===== src/rtl/adder_result_display_if.sv =====
// Board-side bundle for the result display: adder operands/sum and load button in,
// digit enables, segments, LEDs and the debug capture strobe out.
interface adder_result_display_if;
  logic [1:0] a;
  logic [1:0] b;
  logic [2:0] sum;
  logic       btn_load;
  logic [2:0] an;
  logic [6:0] seg;
  logic       carry_led;
  logic       valid_led;
  logic       load_pulse;

  modport master (
    output a, b, sum, btn_load,
    input  an, seg, carry_led, valid_led, load_pulse
  );

  modport slave (
    input  a, b, sum, btn_load,
    output an, seg, carry_led, valid_led, load_pulse
  );
endinterface


===== src/rtl/adder_result_display.sv =====
// Captures the adder operands/sum on a debounced button press and shows a, b, sum
// on a 3-digit multiplexed 7-segment display with carry and valid LEDs.
module adder_result_display #(
  parameter int DEBOUNCE_CYCLES = 1_000_000,
  parameter int SCAN_CYCLES     = 100_000
) (
  input  logic                  clk,
  input  logic                  rst_n,
  adder_result_display_if.slave io
);
  localparam int DBW = (DEBOUNCE_CYCLES > 2) ? $clog2(DEBOUNCE_CYCLES) : 1;
  localparam int SCW = (SCAN_CYCLES > 2) ? $clog2(SCAN_CYCLES) : 1;
  localparam logic [DBW-1:0] DB_MAX = DBW'(DEBOUNCE_CYCLES - 1);
  localparam logic [SCW-1:0] SC_MAX = SCW'(SCAN_CYCLES - 1);

  typedef enum logic [1:0] {DIG_SUM = 2'd0, DIG_B = 2'd1, DIG_A = 2'd2} digit_t;

  logic [1:0]     sync;
  logic           btn_s;
  logic           btn_db, btn_db_d;
  logic [DBW-1:0] db_cnt;
  logic           load_pulse;
  logic [1:0]     a_q, b_q;
  logic [2:0]     sum_q;
  logic           valid;
  logic [SCW-1:0] scan_cnt;
  logic           scan_wrap;
  digit_t         digit, digit_nxt;

  assign btn_s      = sync[1];
  assign load_pulse = btn_db & ~btn_db_d;
  assign scan_wrap  = (scan_cnt == SC_MAX);

  // Counter only runs while the synchronized level disagrees with the accepted one.
  always_ff @(posedge clk or negedge rst_n) begin
    if (!rst_n) begin
      sync     <= '0;
      btn_db   <= 1'b0;
      btn_db_d <= 1'b0;
      db_cnt   <= '0;
    end else begin
      sync     <= {sync[0], io.btn_load};
      btn_db_d <= btn_db;
      if (btn_s == btn_db) begin
        db_cnt <= '0;
      end else if (db_cnt == DB_MAX) begin
        btn_db <= btn_s;
        db_cnt <= '0;
      end else begin
        db_cnt <= db_cnt + 1'b1;
      end
    end
  end

  always_ff @(posedge clk or negedge rst_n) begin
    if (!rst_n) begin
      a_q   <= '0;
      b_q   <= '0;
      sum_q <= '0;
      valid <= 1'b0;
    end else if (load_pulse) begin
      a_q   <= io.a;
      b_q   <= io.b;
      sum_q <= io.sum;
      valid <= 1'b1;
    end
  end

  always_ff @(posedge clk or negedge rst_n) begin
    if (!rst_n) begin
      scan_cnt <= '0;
      digit    <= DIG_SUM;
    end else begin
      scan_cnt <= scan_wrap ? '0 : scan_cnt + 1'b1;
      digit    <= digit_nxt;
    end
  end

  always_comb begin
    digit_nxt = digit;
    if (scan_wrap) begin
      case (digit)
        DIG_SUM: digit_nxt = DIG_B;
        DIG_B:   digit_nxt = DIG_A;
        default: digit_nxt = DIG_SUM;
      endcase
    end
  end

  function automatic logic [6:0] seg7(input logic [2:0] v);
    case (v)
      3'd0:    seg7 = 7'h3F;
      3'd1:    seg7 = 7'h06;
      3'd2:    seg7 = 7'h5B;
      3'd3:    seg7 = 7'h4F;
      3'd4:    seg7 = 7'h66;
      3'd5:    seg7 = 7'h6D;
      3'd6:    seg7 = 7'h7D;
      default: seg7 = 7'h07;
    endcase
  endfunction

  // an and seg both derive from the registered digit, so they switch on the same edge.
  always_comb begin
    io.an  = 3'b001;
    io.seg = 7'h40;
    case (digit)
      DIG_B: begin
        io.an = 3'b010;
        if (valid) io.seg = seg7({1'b0, b_q});
      end
      DIG_A: begin
        io.an = 3'b100;
        if (valid) io.seg = seg7({1'b0, a_q});
      end
      default: begin
        io.an = 3'b001;
        if (valid) io.seg = seg7(sum_q);
      end
    endcase
  end

  assign io.carry_led  = sum_q[2];
  assign io.valid_led  = valid;
  assign io.load_pulse = load_pulse;
endmodule


===== src/flat_wrapper.sv =====
// flat-port wrapper written by rule: the top's interface ports become plain ports
module adder_result_display_flat 
#(
  parameter int DEBOUNCE_CYCLES = 1_000_000,
  parameter int SCAN_CYCLES     = 100_000
)
  (clk, rst_n, io_a, io_b, io_sum, io_btn_load, io_an, io_seg, io_carry_led, io_valid_led, io_load_pulse);
  adder_result_display_if io_i ();
  input  logic clk;
  input  logic rst_n;
  input wire logic [$bits(io_i.a)-1:0] io_a;
  input wire logic [$bits(io_i.b)-1:0] io_b;
  input wire logic [$bits(io_i.sum)-1:0] io_sum;
  input wire logic [$bits(io_i.btn_load)-1:0] io_btn_load;
  output wire logic [$bits(io_i.an)-1:0] io_an;
  output wire logic [$bits(io_i.seg)-1:0] io_seg;
  output wire logic [$bits(io_i.carry_led)-1:0] io_carry_led;
  output wire logic [$bits(io_i.valid_led)-1:0] io_valid_led;
  output wire logic [$bits(io_i.load_pulse)-1:0] io_load_pulse;
  assign io_i.a = io_a;
  assign io_i.b = io_b;
  assign io_i.sum = io_sum;
  assign io_i.btn_load = io_btn_load;
  assign io_an = io_i.an;
  assign io_seg = io_i.seg;
  assign io_carry_led = io_i.carry_led;
  assign io_valid_led = io_i.valid_led;
  assign io_load_pulse = io_i.load_pulse;
  adder_result_display #(.DEBOUNCE_CYCLES(DEBOUNCE_CYCLES), .SCAN_CYCLES(SCAN_CYCLES)) u_core (.clk(clk), .rst_n(rst_n), .io(io_i));
endmodule

===== config.mk =====
export PLATFORM = sky130hd
export DESIGN_NAME = adder_result_display_flat
export DESIGN_NICKNAME = d
export VERILOG_FILES = /design/src/rtl/adder_result_display_if.sv /design/src/rtl/adder_result_display.sv /design/src/flat_wrapper.sv
export SDC_FILE = /design/constraint.sdc
export NUM_CORES = 1
export LEC_CHECK = 0
export CORE_UTILIZATION = 57
export DETAILED_ROUTE_END_ITERATION = 10
export MAX_ROUTING_LAYER = met4
export PLACE_DENSITY = 0.84
export RECOVER_POWER = 50
export SLEW_MARGIN = 20
export SYNTH_ARGS = -nofsm -noshare
export SYNTH_HDL_FRONTEND = slang
export SYNTH_SLANG_ARGS = --single-unit

===== constraint.sdc =====
create_clock -name clk -period 2.3 [get_ports clk]
set_clock_uncertainty 0.2 [all_clocks]
set_input_delay 0.46 -clock clk [delete_from_list [all_inputs] [get_ports clk]]
set_output_delay 0.46 -clock clk [all_outputs]
set_load 0.03 [all_outputs]

Yosys cells after proc, flatten, opt, wreduce, memory -nomap -nowiden. Cells that the tools add are included.

Bits in writable memories: 0. Word-level logic and storage cells: 49. Memories: 0. ROM bits: 0. Input port bits: 10. Register bits: 51. Latch bits: 0.

Multipliers: 0. Add/subtract/negate cells: 2. Divide/modulo/power cells: 0. Reductions and logical operators: 5. Bitwise operators: 3. Muxes and demuxes: 12. Magnitude comparators: 0. Eq/ne operators: 17. Shift-type cells: 0.

Operators by type and width (number): 7-bit one-hot mux with 4 select lines (2); 7-bit one-hot mux with 7 select lines (1); 20-bit 2-to-1 mux (2); 7-bit 2-to-1 mux (3); 20-bit by 1-bit adder with 20-bit output (second input constant) (1); 20-bit equality test (second input constant) (1); 17-bit by 1-bit adder with 17-bit output (second input constant) (1); 17-bit equality test (second input constant) (1); 17-bit 2-to-1 mux (1); 7-bit one-hot mux with 2 select lines (1); 2-bit equality test (second input constant) (5); 3-bit equality test (second input constant) (3); 2-bit by 1-bit equality test with 1-bit output (second input constant) (3); 3-bit by 2-bit equality test with 1-bit output (second input constant) (2); 2-bit logical NOT (3); 3-bit one-hot mux with 2 select lines (1); 2-bit one-hot mux with 2 select lines (1); 3-bit by 1-bit equality test with 1-bit output (second input constant) (1); 3-bit logical NOT (1); 1-bit NOT (2); 2-bit AND reduction (1); 1-bit AND (1); 1-bit equality test (1).

Depth between registers and ports, before layout.
Depth in word-level cells: 4. Gate-level depth with buffers: 6.

Worst setup path after synthesis. No wires, ideal clock.

Path type: flip-flop to output port. Start point: register u_core.digit[0]. End point: output port io_seg[6]. Path buffers: 0. Arrival: 1.628 ns. Data required time: 1.640 ns. Path slack: 0.012 ns. Cell stages (with the launch flop): 7. Cell sequence: dfrtp_1 inv_1 ha_1 nor2_1 nor2_1 nor3_1 a31oi_1.

Word-level cells in the longest chain between the ends: 2.

Ends and longest elaborated chain: from (decl) (line adder_result_display.sv:28) `digit_t digit, digit_nxt;`; from (signal assigned) (line adder_result_display.sv:75) `digit <= digit_nxt;`; 2-bit equality test / 2-bit by 1-bit equality test with 1-bit output (equally long branches) (line adder_result_display.sv:107) `case (digit)`; 7-bit one-hot mux with 2 select lines * (line adder_result_display.sv:107); to (decl) (line flat_wrapper.sv:16) `output wire logic [$bits(io_i.seg)-1:0] io_seg;`.

Every way passes the cells marked *; elsewhere a longest branch is shown, timed or not.

Final worst setup path.
Start point: register u_core.digit[0]. End point: output port io_seg[5].

The elaborated chain is that of the path after synthesis.

==> flow_metrics.py <==
metrics = {
    "routing": {
        "routed-via-count": 1979,
        "drcViolationCount": 0,
        "first_pass_iters": 4,
        "antenna_left": 0,
        "routedWlPerCell_um": 14.7,
        "drt_iter0_markers": 98,
        "avgViaCountPerCell": 5.93,
        "routed_wl_mm": 4.92,
    },
    "worst_hold_path": {
        "hold_depth": 0,
        "hold_class": "reg -> reg",
    },
    "worst_setup_path": {
        "path_max_fanout": 6,
        "cp.arrival_ns": 1.63,
        "cp-end-kind": "output port",
        "crit_chain": "inv_4 > ha_4 > nand2b_4 > o221ai_2 > o311a_1 > buf_6",
        "start_kind": "flip-flop",
        "cp_slowest_stage_delay_ns": 0.46,
        "path_class": "reg -> out",
        "slowest_stage": "dfrtp_2",
        "r2r_cells": 5,
        "cp.required_ns": 1.64,
    },
    "power": {
        "p_per_area_nw_per_um2": 500,
        "vdd_ir_drop_max_mv": 0.313,
        "leakage_uw": 0.00129,
    },
    "floorplanning": {
        "die_w_um": 69.1,
        "fp.coreArea_um2": 4350,
        "ios": 23,
        "fp-row-count": 24,
        "start_util": 0.590,
        "die_area_um2": 4780,
        "die_h_um": 69.1,
    },
    "logic_synthesis": {
        "syn_area_um2": 2570,
        "yosys_warnings": 0,
        "syn_avg_cell_area_um2": 10.2,
        "synth_nets": 268,
        "ys_seq_elements": 51,
        "ys_types": 45,
        "syn-instance-count": 253,
        "yosysSeqAreaShare": 0.497,
    },
    "sta": {
        "hold_violations": 0,
        "rsz0062_at_grt": "yes",
        "relSlewSlack": 0.549,
        "drv_slew": 0,
        "holdWs_ns": 0.158,
        "finalCriticalPeriod_ns": 2.29,
        "post-route-period-util": 0.995,
        "setup_viol": 0,
        "max_slew.worst_pin.slew_ns": 0.677,
        "fmax_ghz": 0.437,
    },
    "finish": {
        "postLayoutCoreUtil": 0.692,
        "area_growth_pct": 17.3,
        "nets": 296,
        "fillers": 336,
        "antennaDiodeCount": 0,
        "final_common_cell": "dfrtp_1",
        "mostFrequentLayoutCells": "dfrtp_1, nor2_1, xor2_1, nand2_1",
        "drive_above_1_share": 0.174,
    },
    "clock_tree": {
        "cts_setup_buffers": 0,
        "numCtsBuffers": 5,
        "cts_tree": "done",
        "clk_pin_slew_worst_paths_ns": 0.09,
        "clockBufferDepth": 2,
        "cts.sinks": 51,
        "clock-root-buffer": "clkbuf_8",
        "clock_latency_ns": 0.29,
        "htreeDepth": 2,
    },
    "placed_design": {
        "gp_congestion": 0.916,
        "dp_hpwl_mm": 3.44,
        "io_buffers": 22,
    },
    "global_route": {
        "grtUsageTotal": 0.223,
        "antenna_found_initial": 0,
        "grt_overflow": 0,
        "grt_pass1_vias": 1870,
        "grt_max_degree": 25,
        "grt_first_pass_wirelength_mm": 8.42,
    },
    "job": {
        "max-cap-violations": 0,
    },
    "outcome": {
        "status": "finished clean",
    },
}
==> critical path: cells and delay by family, from the launching register on <==
kind            cells  cell delay [ns]
flops               1             0.46
fa+ha+maj           1             0.18
compound gates      2             0.41
simple gates        1             0.06
buf+inv             2             0.22
==> per-stage QoR <==
stage                     instances  cell area, µm²  setup TNS, ns  worst slack, ns  power (µW)
after floorplan                 253            2570              0           0.0115         938
after global placement          325            2850              0            0.195         977
after detailed placement        325            2850              0            0.135         978
after CTS                       334            3010        -0.0187          -0.0137        1530
after global routing            334            3010         -0.285           -0.100        1560
final                           334            3010              0           0.0104        1510
==> path summary, 6_finish.rpt <==
kind | start | to | slack (ns)
max in group asynchronous | rst_n | u_core.db_cnt[13] | 0.36
max reg2reg | u_core.scan_cnt[0] | u_core.digit[0] | 0.26
max | u_core.digit[0] | io_seg[5] | 0.01
min in group asynchronous | rst_n | u_core.btn_db_d | 0.53
min reg2reg | u_core.sync[0] | u_core.sync[1] | 0.16
min | u_core.sync[0] | u_core.sync[1] | 0.16
==> Yosys cell counts, drive strengths merged <==
master,number,area share
inv,12,0.018
ha,5,0.024
and2,4,0.0097
nor2,25,0.037
a31oi,2,0.0049
nand3,14,0.027
and3,2,0.0049
a21oi,14,0.027
o41ai,1,0.0034
a22oi,1,0.0029
xnor2,11,0.037
nor4,2,0.0073
or4,5,0.015
o211a,2,0.0078
nor4bb,1,0.0039
o221ai,1,0.0034
nand4,11,0.029
or2,1,0.0024
xor2,16,0.055
clkbuf,6,0.0092
nor3,4,0.0078
a21o,1,0.0029
nand3b,1,0.0029
o311a,1,0.0039
or3,5,0.013
o21ai,10,0.019
dfrtp,51,0.50
o31ai,7,0.026
and4,5,0.018
a22o,1,0.0034
nor2b,2,0.0049
mux2,6,0.026
or4b,1,0.0054
nand2b,4,0.0097
o21a,1,0.0029
nand2,15,0.022
buf,2,0.0063
==> cell families (layout without fill, tap and decap cells) <==
| family | after synthesis | in the layout | synth area share |
|---|---|---|---|
| flip-flops | 51 | 51 | 0.497 |
| adder cells (fa/ha/maj) | 5 | 5 | 0.0243 |
| multiplexers | 6 | 6 | 0.0263 |
| AO/OA/AOI/OAI | 42 | 42 | 0.108 |
| XOR/XNOR | 27 | 27 | 0.0920 |
| AND/OR/NAND/NOR | 102 | 102 | 0.220 |
| buffers and inverters | 20 | 49 | 0.0331 |
==> flip-flops by register name (all words and copies together), names as in the netlist <==
signal,count
u_core.b_q,2
u_core.a_q,2
u_core.digit,2
u_core.btn_db,1
u_core.io.valid_led,1
u_core.btn_db_d,1
u_core.scan_cnt,17
u_core.sum_q,3
u_core.sync,2
u_core.db_cnt,20
==> routing by layer <==
layer / track usage / routed length, µm / share of wire
met3: 0.0409 / 194 / 0.039
met5: - / 0 / 0
met2: 0.361 / 2390 / 0.49
met4: 0.0680 / 59 / 0.012
met1: 0.286 / 2280 / 0.46
==> report_power, final <==
group	internal (µW)	switching, µW
Clock	274	278
Combinational	20.5	28.7
Sequential	902	4.92
Total	1200	312
==> final cells by class <==
type,instances,area [µm²],share of cell area
clock buffers,7,96.3,0.0320
clock inverters,1,7.51,0.00249
inverters,12,47.5,0.0158
multi-input cells,182,1280,0.425
flip-flops and latches,51,1280,0.424
well taps,52,65.1,0.0216
repair buffers,29,239,0.0793
==> repair_timing <==
item / 4_1_cts / 5_1_grt
endpoints found under the setup margin: 9 / 7
endpoints found under the hold margin: 12 / 0
gates resized for setup: 15 / 7
pin swaps: 1 / 2
hold buffers: 1 / 0
(Power assumes the default switching activity.)
